`src/rtl/op_input_ctrl.sv`:
```
// Button front end: synchronize, debounce, detect presses, auto-repeat direction keys,
// and issue at most one one-hot operation pulse per clock (confirm has highest priority).
module op_input_ctrl #(
  parameter int unsigned DEBOUNCE_CYCLES = 1000000,
  parameter int unsigned REPEAT_DELAY    = 50000000,
  parameter int unsigned REPEAT_PERIOD   = 15000000
) (
  input  logic       clk,
  input  logic       rst_n,
  input  logic [4:0] btn,
  output logic [4:0] operation,
  output logic [4:0] btn_level
);

  localparam int unsigned NB   = 5;
  localparam int unsigned DW   = (DEBOUNCE_CYCLES > 1) ? $clog2(DEBOUNCE_CYCLES) : 1;
  localparam int unsigned RMAX = (REPEAT_DELAY > REPEAT_PERIOD) ? REPEAT_DELAY : REPEAT_PERIOD;
  localparam int unsigned HW   = (RMAX > 1) ? $clog2(RMAX) : 1;

  logic [NB-1:0] sync1_q, sync1_d;
  logic [NB-1:0] sync2_q, sync2_d;
  logic [NB-1:0] stable_q, stable_d;
  logic [NB-1:0] stable_dly_q, stable_dly_d;
  logic [NB-1:0] pend_q, pend_d;
  logic [NB-1:0] op_q, op_d;
  logic [DW-1:0] db_cnt_q [NB];
  logic [DW-1:0] db_cnt_d [NB];
  logic [HW-1:0] hold_cnt_q [1:NB-1];
  logic [HW-1:0] hold_cnt_d [1:NB-1];
  logic [HW-1:0] hold_lim_c [1:NB-1];
  logic [NB-1:1] period_q, period_d;

  logic [NB-1:0] press_c;
  logic [NB-1:0] rep_c;
  logic [NB-1:0] issue_c;

  // Next-state: synchronizer, debounce, hold/repeat counters, pending set and issue.
  always_comb begin
    sync1_d      = btn;
    sync2_d      = sync1_q;
    stable_d     = stable_q;
    stable_dly_d = stable_q;
    press_c      = stable_q & ~stable_dly_q;
    rep_c        = '0;

    for (int i = 0; i < NB; i++) begin
      db_cnt_d[i] = db_cnt_q[i];
      if (sync2_q[i] == stable_q[i]) begin
        db_cnt_d[i] = '0;
      end else if (db_cnt_q[i] == DW'(DEBOUNCE_CYCLES - 1)) begin
        stable_d[i] = sync2_q[i];
        db_cnt_d[i] = '0;
      end else begin
        db_cnt_d[i] = db_cnt_q[i] + DW'(1);
      end
    end

    // Confirm (bit 0) never repeats; only direction keys have hold counters.
    for (int i = 1; i < NB; i++) begin
      hold_lim_c[i] = period_q[i] ? HW'(REPEAT_PERIOD - 1) : HW'(REPEAT_DELAY - 1);
      hold_cnt_d[i] = hold_cnt_q[i];
      period_d[i]   = period_q[i];
      if (!stable_q[i] || press_c[i]) begin
        hold_cnt_d[i] = '0;
        period_d[i]   = 1'b0;
      end else if (hold_cnt_q[i] == hold_lim_c[i]) begin
        rep_c[i]      = 1'b1;
        hold_cnt_d[i] = '0;
        period_d[i]   = 1'b1;
      end else begin
        hold_cnt_d[i] = hold_cnt_q[i] + HW'(1);
      end
    end

    // Lowest set bit wins; a same-cycle event on the issued bit re-arms it.
    issue_c = pend_q & (~pend_q + NB'(1));
    op_d    = issue_c;
    pend_d  = (pend_q & ~issue_c) | press_c | rep_c;
  end

  always_ff @(posedge clk or negedge rst_n) begin
    if (!rst_n) begin
      sync1_q      <= '0;
      sync2_q      <= '0;
      stable_q     <= '0;
      stable_dly_q <= '0;
      pend_q       <= '0;
      op_q         <= '0;
      period_q     <= '0;
      for (int i = 0; i < NB; i++) db_cnt_q[i] <= '0;
      for (int i = 1; i < NB; i++) hold_cnt_q[i] <= '0;
    end else begin
      sync1_q      <= sync1_d;
      sync2_q      <= sync2_d;
      stable_q     <= stable_d;
      stable_dly_q <= stable_dly_d;
      pend_q       <= pend_d;
      op_q         <= op_d;
      period_q     <= period_d;
      for (int i = 0; i < NB; i++) db_cnt_q[i] <= db_cnt_d[i];
      for (int i = 1; i < NB; i++) hold_cnt_q[i] <= hold_cnt_d[i];
    end
  end

  assign operation = op_q;
  assign btn_level = stable_q;

endmodule

```
`config.mk`:
```
export PLATFORM = sky130hd
export DESIGN_NAME = op_input_ctrl
export DESIGN_NICKNAME = d
export VERILOG_FILES = /design/src/rtl/op_input_ctrl.sv
export SDC_FILE = /design/constraint.sdc
export NUM_CORES = 1
export LEC_CHECK = 0
export ABC_AREA = 1
export BUFFER_PORTS_ARGS = -buffer_cell sky130_fd_sc_hd__buf_2
export CAP_MARGIN = 20
export CORE_MARGIN = 4
export CORE_UTILIZATION = 50
export DETAILED_ROUTE_END_ITERATION = 10
export HOLD_SLACK_MARGIN = 0.12
export PLACE_DENSITY = 0.66
export SYNTH_ARGS = -nofsm -noshare
export SYNTH_HDL_FRONTEND = slang
export SYNTH_SLANG_ARGS = --single-unit
export TNS_END_PERCENT = 1
```
`constraint.sdc`:
```
create_clock -name clk -period 1.9 [get_ports clk]
set_input_delay 0.285 -clock clk [delete_from_list [all_inputs] [get_ports clk]]
set_output_delay 0.285 -clock clk [all_outputs]
set_load 0.05 [all_outputs]
```
; ---- Yosys cells after proc, flatten, opt, wreduce, memory -nomap -nowiden
; Cells that the tools add are included.
[word_totals]
regBits = 238
inputBits = 7
output_inout_bits = 10
word_cells = 115
[classes]
addsub = 10
n_eq_ne = 14
mux = 38
bitwise_logic = 13
reduce_logical = 17
[op_table]
columns = cell, count
row1 = two-way mux 26 bit, 12
row2 = two-way mux 20 bit, 10
row3 = adder 26 x 1 -> 26 bit (second input constant), 4
row4 = == test 26 bit, 4
row5 = adder 20 x 1 -> 20 bit (second input constant), 5
row6 = == test 20 bit (second input constant), 5
row7 = two-way mux 1 bit, 16
row8 = AND 5 bit, 3
row9 = NOT 5 bit, 3
row10 = bitwise OR 5 bit, 2
row11 = AND reduction 2 bit, 5
row12 = nonzero test 2 bit, 4
row13 = adder 5 x 1 -> 5 bit (second input constant), 1
row14 = == test 1 bit, 5
row15 = NOT 1 bit, 5
row16 = logical NOT 1 bit, 4
row17 = logical OR 1 bit, 4

; ---- Longest topological paths before layout
; Gate-level depths: netlist (run 1).
[logic_depth]
ltp_word = 7
ltp_mapped = 9
depth_no_buf = 9

; ---- Worst setup path before layout (run 1)
; Ideal clock, no wire load.
[synth_timing]
path_type = flip-flop to flip-flop
start = reg stable_q[1] (netlist: btn_level[1])
end = reg hold_cnt_q[78] (netlist bit)
setup_time_ns = 0.072
arrival_ns = 1.430
required_ns = 1.828
setup_slack_ns = 0.399
path_stages_with_launch = 6
path_buffers = 1
synth_period_minus_slack_ns = 1.501
cell_sequence = dfrtp_1 -> nand2_1 -> inv_1 -> nand2_4 -> buf_6 -> nor2_1
[synth_rtl]
columns = item, line
row1 = from (decl), 22  ; logic [NB-1:0] stable_q, stable_d;
row2 = from (signal assigned), 95  ; stable_q <= stable_d;
row3 = to (decl), 28  ; logic [HW-1:0] hold_cnt_q [1:NB-1];

==> flow_summary.toml, run 1 <==
[outcome]
status = "finished, final reports clean"

[yosys]
async_flop_share_pct = 100.0
ys.flop_type = "dfrtp_1"
yosysUniqueCellTypes = 33
synthTopCellsByArea = "dfrtp_1 46%, nor2_1 13%, nand2_1 13%"
synthCells = 1725
synth_edf_count = 0
synth_area_um2 = 12810
ys_top_cells_by_count = "456 x nor2_1, 437 x nand2_1, 238 x dfrtp_1"
synth-seq-area-share_pct = 46.50
synth_fp_nets = 1745
syn_area_per_cell_um2 = 7.425
yosysMostFrequentCell = "nor2_1"
synth_top_area_share_pct = 46.50
synth_area_leader_cell = "dfrtp_1"
yosysWarnings = 0
ys_seq_elements = 238

[critical_path]
timing.rr.start = "db_cnt_q[0]"
reg2reg_depth = 7
r2r_setup_slack_ns = 0.20
critPathMaxFanout = 9
cp.arrival_ns = 2.11
endpoint = "db_cnt_q[3]"
required_ns = 2.30
crit_path_start_kind = "register"
worstSetupStartpoint = "db_cnt_q[0]"
critical_path_class = "register to register"
worst_setup_path_end_kind = "register"
reg2reg_to = "db_cnt_q[3]"

[cts]
cts_sinks = 238
clock-root-buffer = "clkbuf_16"
clock_path_buffers = 3
clkLatencyLatePin_ns = 0.52
cts_max_level = 1
tritoncts = "yes"
cts_buffers = 26
clk_pin_slew_worst_paths_ns = 0.06

[timing]
skew_ns = 0.006854
fmaxAchievable_mhz = 586.9
finalCritPeriodShare_pct = 89.67
rsz0062_at_grt = "no"
setup_viol = 0
finalCriticalPeriod_ns = 1.704
hold_viol = 0
tns_ns = 0
slew_headroom_pct = 67.96
tightestPinTransition_ns = 0.4769
maxSlewViolCount = 0
fin_ws_ns = 0.1962

[place]
place.gp.congestion = 0.9242
io_buffers = 16
place.detailed.hpwl_mm = 19.61
dp_slack_ns = 0.1768
place_inst = 2075

[final_layout]
diodes = 0
regArea_um2 = 5956
final_layout_size_suffix_gt1_share_pct = 5.454
fillers = 2346
multi_input_area_um2 = 6088
area_growth_pct = 11.73
nets = 1799
instances_no_fill = 2127

[routing]
wl_per_cell_um = 12.54
drc = 0
drtIter0Drc = 761
vias = 10490
dr.pass1.iters = 5
wirelength_mm = 26.67
via_per_inst = 4.930
postRouteAntennaNets = 0

[floorplan]
die_height_um = 168.1
core.rowCount = 58
io_pins = 17
die_width_um = 168.1
initial_utilization_pct = 50.86
core-area_um2 = 25180
dieArea_um2 = 28240

[grt]
grt_pass1_wl_mm = 46.86
grt_overflow = 0
grt_busiest_layer = "met2"
use_met3_pct = 2.724
grt_usage_pct = 19.27
grt_max_degree = 52
met1_usage_pct = 28.43
antenna_found_initial = 0
grt_pass1_vias = 10050
grt_util_met2_pct = 30.43

[power]
power.density_nw_per_um2 = 732.6
leakagePower_nw = 5.929
vdd_drop_max_mv = 0.8384

[worst_hold_path]
min_path_type = "input pin to asynchronous set/reset pin"

[run]
drv_cap = 0
## layout make-up
| type | instances | area share (%) |
|---|---|---|
| multi-input cells | 1293 | 42.54 |
| well taps | 330 | 2.885 |
| flip-flops and latches | 238 | 41.62 |
| clock inverters | 6 | 0.7344 |
| inverters | 187 | 4.905 |
| repair buffers | 33 | 1.976 |
| clock buffers | 40 | 5.342 |
## placed cells by master, fill, tap and decap left out
| cell type | n |
|---|---|
| nand2_1 | 437 |
| nand3_1 | 98 |
| a21oi_1 | 35 |
| or2_2 | 1 |
| clkinv_2 | 3 |
| nor3_2 | 1 |
| nor3b_2 | 1 |
| o21ai_0 | 11 |
| buf_8 | 1 |
| buf_2 | 15 |
| clkbuf_16 | 27 |
| nor3_1 | 47 |
| bufinv_16 | 3 |
| inv_1 | 185 |
| xnor2_1 | 33 |
| buf_4 | 7 |
| nor2_4 | 4 |
| nand2_2 | 5 |
| nand3_4 | 1 |
| clkbuf_1 | 9 |
| ha_1 | 13 |
| dfrtp_1 | 238 |
| nand3_2 | 5 |
| a31oi_1 | 3 |
| nor2_2 | 8 |
| and2_2 | 1 |
| inv_2 | 2 |
| nand3b_1 | 11 |
| nand4_1 | 26 |
| o21bai_1 | 1 |
| nand2_4 | 5 |
| nor2_1 | 456 |
| nor4_1 | 1 |
| clkbuf_8 | 4 |
| a211oi_1 | 1 |
| a21o_1 | 4 |
| xor2_1 | 77 |
| buf_12 | 4 |
| dlygate4sd3_1 | 6 |
| nor3b_1 | 7 |
## worst min path at each step
stage / start / end / slack [ns] / cells past startpoint
floorplan: rst_n / btn_level[0] / -0.01 / 0
global placement: rst_n / hold_cnt_q[102] / 0.23 / 1
detailed placement: rst_n / hold_cnt_q[94] / 0.23 / 1
CTS: rst_n / hold_cnt_q[95] / 0.27 / 2
global route: rst_n / hold_cnt_q[95] / 0.30 / 2
finish: rst_n / hold_cnt_q[101] / 0.27 / 2
## critical path: stages, from the launching register on
cell     delay [ns]
dfrtp_1        0.37
ha_1           0.19
nand3_1        0.12
nor3_1         0.27
nand3_1        0.19
nand2_1        0.20
buf_4          0.20
nor2_1         0.05
## metal layers
layer	share of wire, %	vias to the layer above
li1	-	5465
met1	50	4791
met2	44	186
met3	4.1	45
met4	2.0	0
met5	0	-
## state kept, by name, indices dropped and copies added, names as in the netlist
| name | count |
|---|---|
| hold_cnt_q | 104 |
| operation | 5 |
| db_cnt_q | 100 |
| pend_q | 5 |
| sync2_q | 5 |
| btn_level | 5 |
| stable_dly_q | 5 |
| sync1_q | 5 |
| period_q | 4 |
## cell families after synthesis
logic type | after synthesis | share of synthesized area [%]
XOR/XNOR | 110 | 7.522
flip-flops | 238 | 46.50
AND/OR/NAND/NOR | 1115 | 36.41
buffers and inverters | 194 | 6.008
AO/OA/AOI/OAI | 55 | 2.296
adder cells (fa/ha/maj) | 13 | 1.270
## power by group
| part | internal (mW) | total, mW | switching [mW] |
|---|---|---|---|
| Clock | 3.16 | 5.12 | 1.96 |
| Combinational | 0.0672 | 0.236 | 0.169 |
| Sequential | 5.11 | 5.13 | 0.0237 |
| Total | 8.33 | 10.5 | 2.16 |
## stage by stage
stage	total power [mW]	instance area [µm²]	util [%]	hold slack [ns]
6_report	10.48	14310	56.83	0.2712
3_5_place_dp	5.460	13380	53.12	0.2338
2_1_floorplan	5.299	12810	-	-0.01059
5_1_grt	10.91	14310	56.83	0.2997
3_3_place_gp	5.456	13380	53.12	0.2301
4_1_cts	10.65	14310	56.81	0.2709
## timing repair
item                                    CTS  global route
buffers inserted                          0             0
resized for setup                         0             1
hold buffers                              6             0
hold endpoints to repair                243             0
endpoints found under the setup margin    0             6
Power figures use the tool's default switching activity.
==> run 2, diff against run 1 <==
Settings changed: CORE_ASPECT_RATIO from default to 1.1, CTS_CLUSTER_SIZE from default to 40.
==> run 2 against run 1 <==
Non-clock buffer count is 4 higher. Clock-buffer cell count is 6 lower. Register-to-register slack better by 0.05 ns. Largest power group is now clock. Die area hardly changed. Critical path type unchanged. Clock power is 11% higher. Critical path depth is 1 higher. Combinational power is 4% higher. Sequential share of layout area is 0.46 points lower. Hold slack worse by 0.043 ns. Clock skew is 0.0026 ns higher. Power is 5.4% higher. Design area is 1.1% higher.
==> flow_summary.toml, run 2 (synthesis gave the netlist of run 1 again) <==
[outcome]
status = "finished, final reports clean"

[final_layout]
area_growth_pct = 12.98
largest_register_ffs = 104
nets = 1804
largest_registers = "hold_cnt_q x104, db_cnt_q x100"
regMostFlops = "hold_cnt_q"
final_layout_size_suffix_gt1_share_pct = 6.153
regArea_um2 = 5956
mostFrequentLayoutCells = "456 x nor2_1, 436 x nand2_1, 238 x dfrtp_1"
fillers = 2419
layout_commonest_cell = "nor2_1"
diodes = 0
multi_input_area_um2 = 6086

[timing]
tns_ns = 0
fmaxAchievable_mhz = 606.5
slew_headroom_pct = 70.31
rsz0062_at_grt = "no"
setup_viol = 0
hold_viol = 0
finalCritPeriodShare_pct = 86.78
maxSlewViolCount = 0
skew_ns = 0.009504
finalCriticalPeriod_ns = 1.649
tightestPinTransition_ns = 0.4436

[cts]
tritoncts = "yes"
cts_max_level = 1
cts_sinks = 238
post-cts-setup-buffers = 0
clock_path_buffers = 3
clkLatencyLatePin_ns = 0.53
clk_pin_slew_worst_paths_ns = 0.06
cts_buffers = 27
clock-root-buffer = "clkbuf_16"

[routing]
drc = 0
vias = 10470
wirelength_mm = 26.54
postRouteAntennaNets = 0
wl_per_cell_um = 12.35
via_per_inst = 4.871
dr.pass1.iters = 5
drtIter0Drc = 564

[grt]
grt_usage_pct = 19.58
grt_overflow = 0
antenna_found_initial = 0
grt_pass1_vias = 10460
grt_pass1_wl_mm = 47.61
grt_max_degree = 51

[floorplan]
io_pins = 17
initial_utilization_pct = 50.70
die_width_um = 160.6
dieArea_um2 = 28240
core.rowCount = 61
core-area_um2 = 25260
die_height_um = 175.9

[power]
power_mw = 11.05
vdd_drop_max_mv = 0.8336
power.density_nw_per_um2 = 763.3
leakagePower_nw = 5.995

[place]
io_buffers = 16
place.gp.congestion = 0.9030
place.detailed.hpwl_mm = 19.68

[critical_path]
crit_path_start_kind = "register"
cp.arrival_ns = 2.06
critPathMaxFanout = 5
critical_path_class = "register to register"
required_ns = 2.31
worst_setup_path_end_kind = "register"

[run]
drv_cap = 0

[worst_hold_path]
min_path_type = "input pin to asynchronous set/reset pin"
==> run 2: cell count changes in the layout (fill, tap and decap cells not counted), sizes merged <==
cell,previous run,this run
bufinv,3,6
buf,27,31
clkbuf,40,34
clkinv,3,6
clkinvlp,0,3
==> run 2: routing by layer <==
| layer | GRT usage (%) | part of all wire (%) | up-vias |
|---|---|---|---|
| li1 | - | - | 5464 |
| met1 | 26.64 | 48 | 4821 |
| met2 | 33.48 | 46 | 143 |
| met3 | 2.675 | 3.2 | 45 |
| met4 | 4.554 | 2.0 | 0 |
| met5 | 0 | 0 | - |
==> run 2: stage by stage <==
step | util [%] | instance area [µm²] | std cells | setup slack, ns | hold slack [ns]
floorplan | - | 12810 | 1725 | 0.3988 | -0.01059
global placement | 53.15 | 13430 | 2095 | 0.2424 | 0.1869
detailed placement | 53.15 | 13430 | 2095 | 0.1931 | 0.1892
CTS | 57.27 | 14470 | 2150 | 0.1854 | 0.2179
global route | 57.28 | 14470 | 2150 | 0.04703 | 0.2360
finish | 57.28 | 14470 | 2150 | 0.2511 | 0.2283
==> run 2: where the power goes <==
part           switching [mW]  total (mW)  internal [mW]
logic                   0.171       0.245         0.0733
registers              0.0250        5.13           5.11
clock network            2.10        5.67           3.58
total                    2.29        11.0           8.75
==> run 2: timing repair <==
action                     in CTS  in global routing
hold buffers                    6                  0
setup endpoints to repair       0                  4
resized for setup               0                  1
hold endpoints to repair      243                  0
==> run 2: final cells by class <==
type	count	share of cell area [%]
multi-input combinational	1293	42.05
sequential	238	41.16
clock buffer	34	5.127
inverter	187	4.850
tap	346	2.992
timing repair buffer	37	2.162
clock inverter	15	1.660
==> run 2: critical path, stage by stage (launching register included) <==
cell,delay (ns)
dfrtp_1,0.41
ha_1,0.25
inv_1,0.07
nor2_1,0.21
nand3b_1,0.15
nor2_1,0.22
nand3_1,0.11
nand2_1,0.08
nor2_1,0.03
==> run 2: final timing paths <==
check | from | end | slack, ns | cells past startpoint
max | hold_cnt_q[52] | hold_cnt_q[74] | 0.25 | 8
min | rst_n | hold_cnt_q[103] | 0.23 | 2
max reg2reg | hold_cnt_q[52] | hold_cnt_q[74] | 0.25 | 8
min reg2reg | sync1_q[4] | sync2_q[4] | 0.35 | 0
max in group asynchronous | rst_n | db_cnt_q[41] | 1.05 | 3
min in group clk | sync1_q[4] | sync2_q[4] | 0.35 | 0
==> run 3, diff against run 2 <==
Clock period 1.9 ns to 1.75 ns, I/O delays scaled along.
==> run 3 against run 2 <==
Clock-buffer cell count stayed put. Utilization is 0.15 points higher. Die area unchanged. Design area rose by 0.26%. Flip-flop and latch count did not move. Critical path type unchanged.
==> flow_summary.toml, run 3 (synthesis gave the netlist of run 1 again) <==
[final_layout]
regMostFlops = "hold_cnt_q"
final_area_um2 = 14510
fillers = 2331
utilization_pct = 57.43
regArea_um2 = 5956
largest_registers = "hold_cnt_q x104, db_cnt_q x100"
nets = 1813
mostFrequentLayoutCells = "454 x nor2_1, 436 x nand2_1, 238 x dfrtp_1"
final_layout_size_suffix_gt1_share_pct = 6.788
diodes = 0
largest_register_ffs = 104
layout_commonest_cell = "nor2_1"
area_growth_pct = 13.28
multi_input_area_um2 = 6143

[critical_path]
required_ns = 2.16
critical_path_class = "register to register"
crit_path_start_kind = "register"
reg2reg_depth = 8
cp.arrival_ns = 2.01
reg2reg_to = "hold_cnt_q[96]"
r2r_setup_slack_ns = 0.15
critPathMaxFanout = 16
timing.rr.start = "hold_cnt_q[78]"
worst_setup_path_end_kind = "register"

[grt]
grt_pass1_vias = 10190
grt_usage_pct = 19.45
grt_overflow = 0
grt_pass1_wl_mm = 46.95
antenna_found_initial = 0
grt_max_degree = 64

[routing]
drc = 0
wirelength_mm = 27.08
vias = 10560
via_per_inst = 4.893
drtIter0Drc = 647
wl_per_cell_um = 12.55
dr.pass1.iters = 5
postRouteAntennaNets = 0

[timing]
skew_ns = 0.01054
slew_headroom_pct = 69.53
fmaxAchievable_mhz = 624.5
rsz0062_at_grt = "yes"
setup_viol = 0
finalCritPeriodShare_pct = 91.50
tightestPinTransition_ns = 0.4536
finalCriticalPeriod_ns = 1.601
maxSlewViolCount = 0
hold_viol = 0

[cts]
cts_max_level = 1
cts_buffers = 27
clock_path_buffers = 3
cts_sinks = 238
tritoncts = "yes"
clock-root-buffer = "clkbuf_16"
post-cts-setup-buffers = 0
clkLatencyLatePin_ns = 0.53
clk_pin_slew_worst_paths_ns = 0.06

[floorplan]
dieArea_um2 = 28240
core.rowCount = 61
io_pins = 17
die_width_um = 160.6
core-area_um2 = 25260
die_height_um = 175.9
initial_utilization_pct = 50.70

[run]
drv_cap = 0

[place]
place.detailed.hpwl_mm = 19.85
io_buffers = 16
placed_cell_area_um2 = 13480
place.gp.congestion = 0.9250

[power]
vdd_drop_max_mv = 0.8177
leakagePower_nw = 5.997
power.density_nw_per_um2 = 799.1

[worst_hold_path]
min_path_type = "input pin to asynchronous set/reset pin"

[outcome]
status = "finished, final reports clean"
[run 3: cell count changes in the layout (fill, tap and decap cells not counted), moves of 2 or more]
cell       previous run  this run
clkinv_4              2         4
nor3_2                1         6
nor2_1              456       454
nor3_1               47        42
nand2_2               6         4
clkinv_2              4         2
bufinv_16             6         4
nand2_8               0         2
clkbuf_8              4         1
nor2_2                8        10
buf_4                11        21
clkbuf_1              3         6
[run 3: stage by stage]
stage | power, mW | setup slack (ns) | hold WS (ns) | instances | TNS [ns]
after global placement | 5.929 | 0.1384 | 0.1675 | 2104 | 0
after detailed placement | 5.936 | 0.09311 | 0.1742 | 2104 | 0
final | 11.59 | 0.1488 | 0.2307 | 2158 | 0
after floorplan | 5.753 | 0.2488 | -0.03309 | 1725 | 0
after CTS | 11.80 | 0.06855 | 0.2232 | 2158 | 0
after global routing | 12.09 | -0.03376 | 0.2404 | 2158 | -0.08079
[run 3: worst max-delay path by stage]
stage,startpoint,to,slack (ns),cells after the start
global placement,db_cnt_q[80],db_cnt_q[96],0.14,8
detailed placement,db_cnt_q[80],db_cnt_q[97],0.09,8
CTS,db_cnt_q[80],db_cnt_q[96],0.07,8
finish,hold_cnt_q[78],hold_cnt_q[96],0.15,8
global route,db_cnt_q[0],db_cnt_q[18],-0.03,7
floorplan,btn_level[1],hold_cnt_q[78],0.25,5
[run 3: report_power, final]
part	internal, mW	switching (mW)	total (mW)
clock	3.48	2.28	5.76
sequential	5.54	0.0262	5.57
combinational	0.0777	0.187	0.265
total	9.10	2.49	11.6
[run 3: critical path, cell delays in order, from the launching register on]
cell	delay, ns
dfrtp_1	0.42
ha_1	0.17
nand3_1	0.12
inv_2	0.11
nand2_4	0.07
nor2_2	0.11
nand3_2	0.19
nand2_4	0.22
nor2_1	0.07
[run 3: area by class of cell]
class | count | area share (%)
clock buffers | 34 | 4.907
clock inverters | 14 | 1.345
inverters | 187 | 4.838
multi-input cells | 1293 | 42.34
flip-flops and latches | 238 | 41.05
well taps | 346 | 2.984
repair buffers | 46 | 2.535
[run 3: layer usage]
metal	global-route usage (%)	share of wire, %	routed length (µm)
met2	33.25	47	12800
met3	2.840	3.9	1056
met5	0	0	0
met4	4.840	1.9	512
met1	26.24	47	12720
[run 3: repair_timing]
item,in CTS,in global routing
hold buffers,6,0
endpoints found under the hold margin,243,0
setup endpoints to repair,0,52
resized for setup,0,12
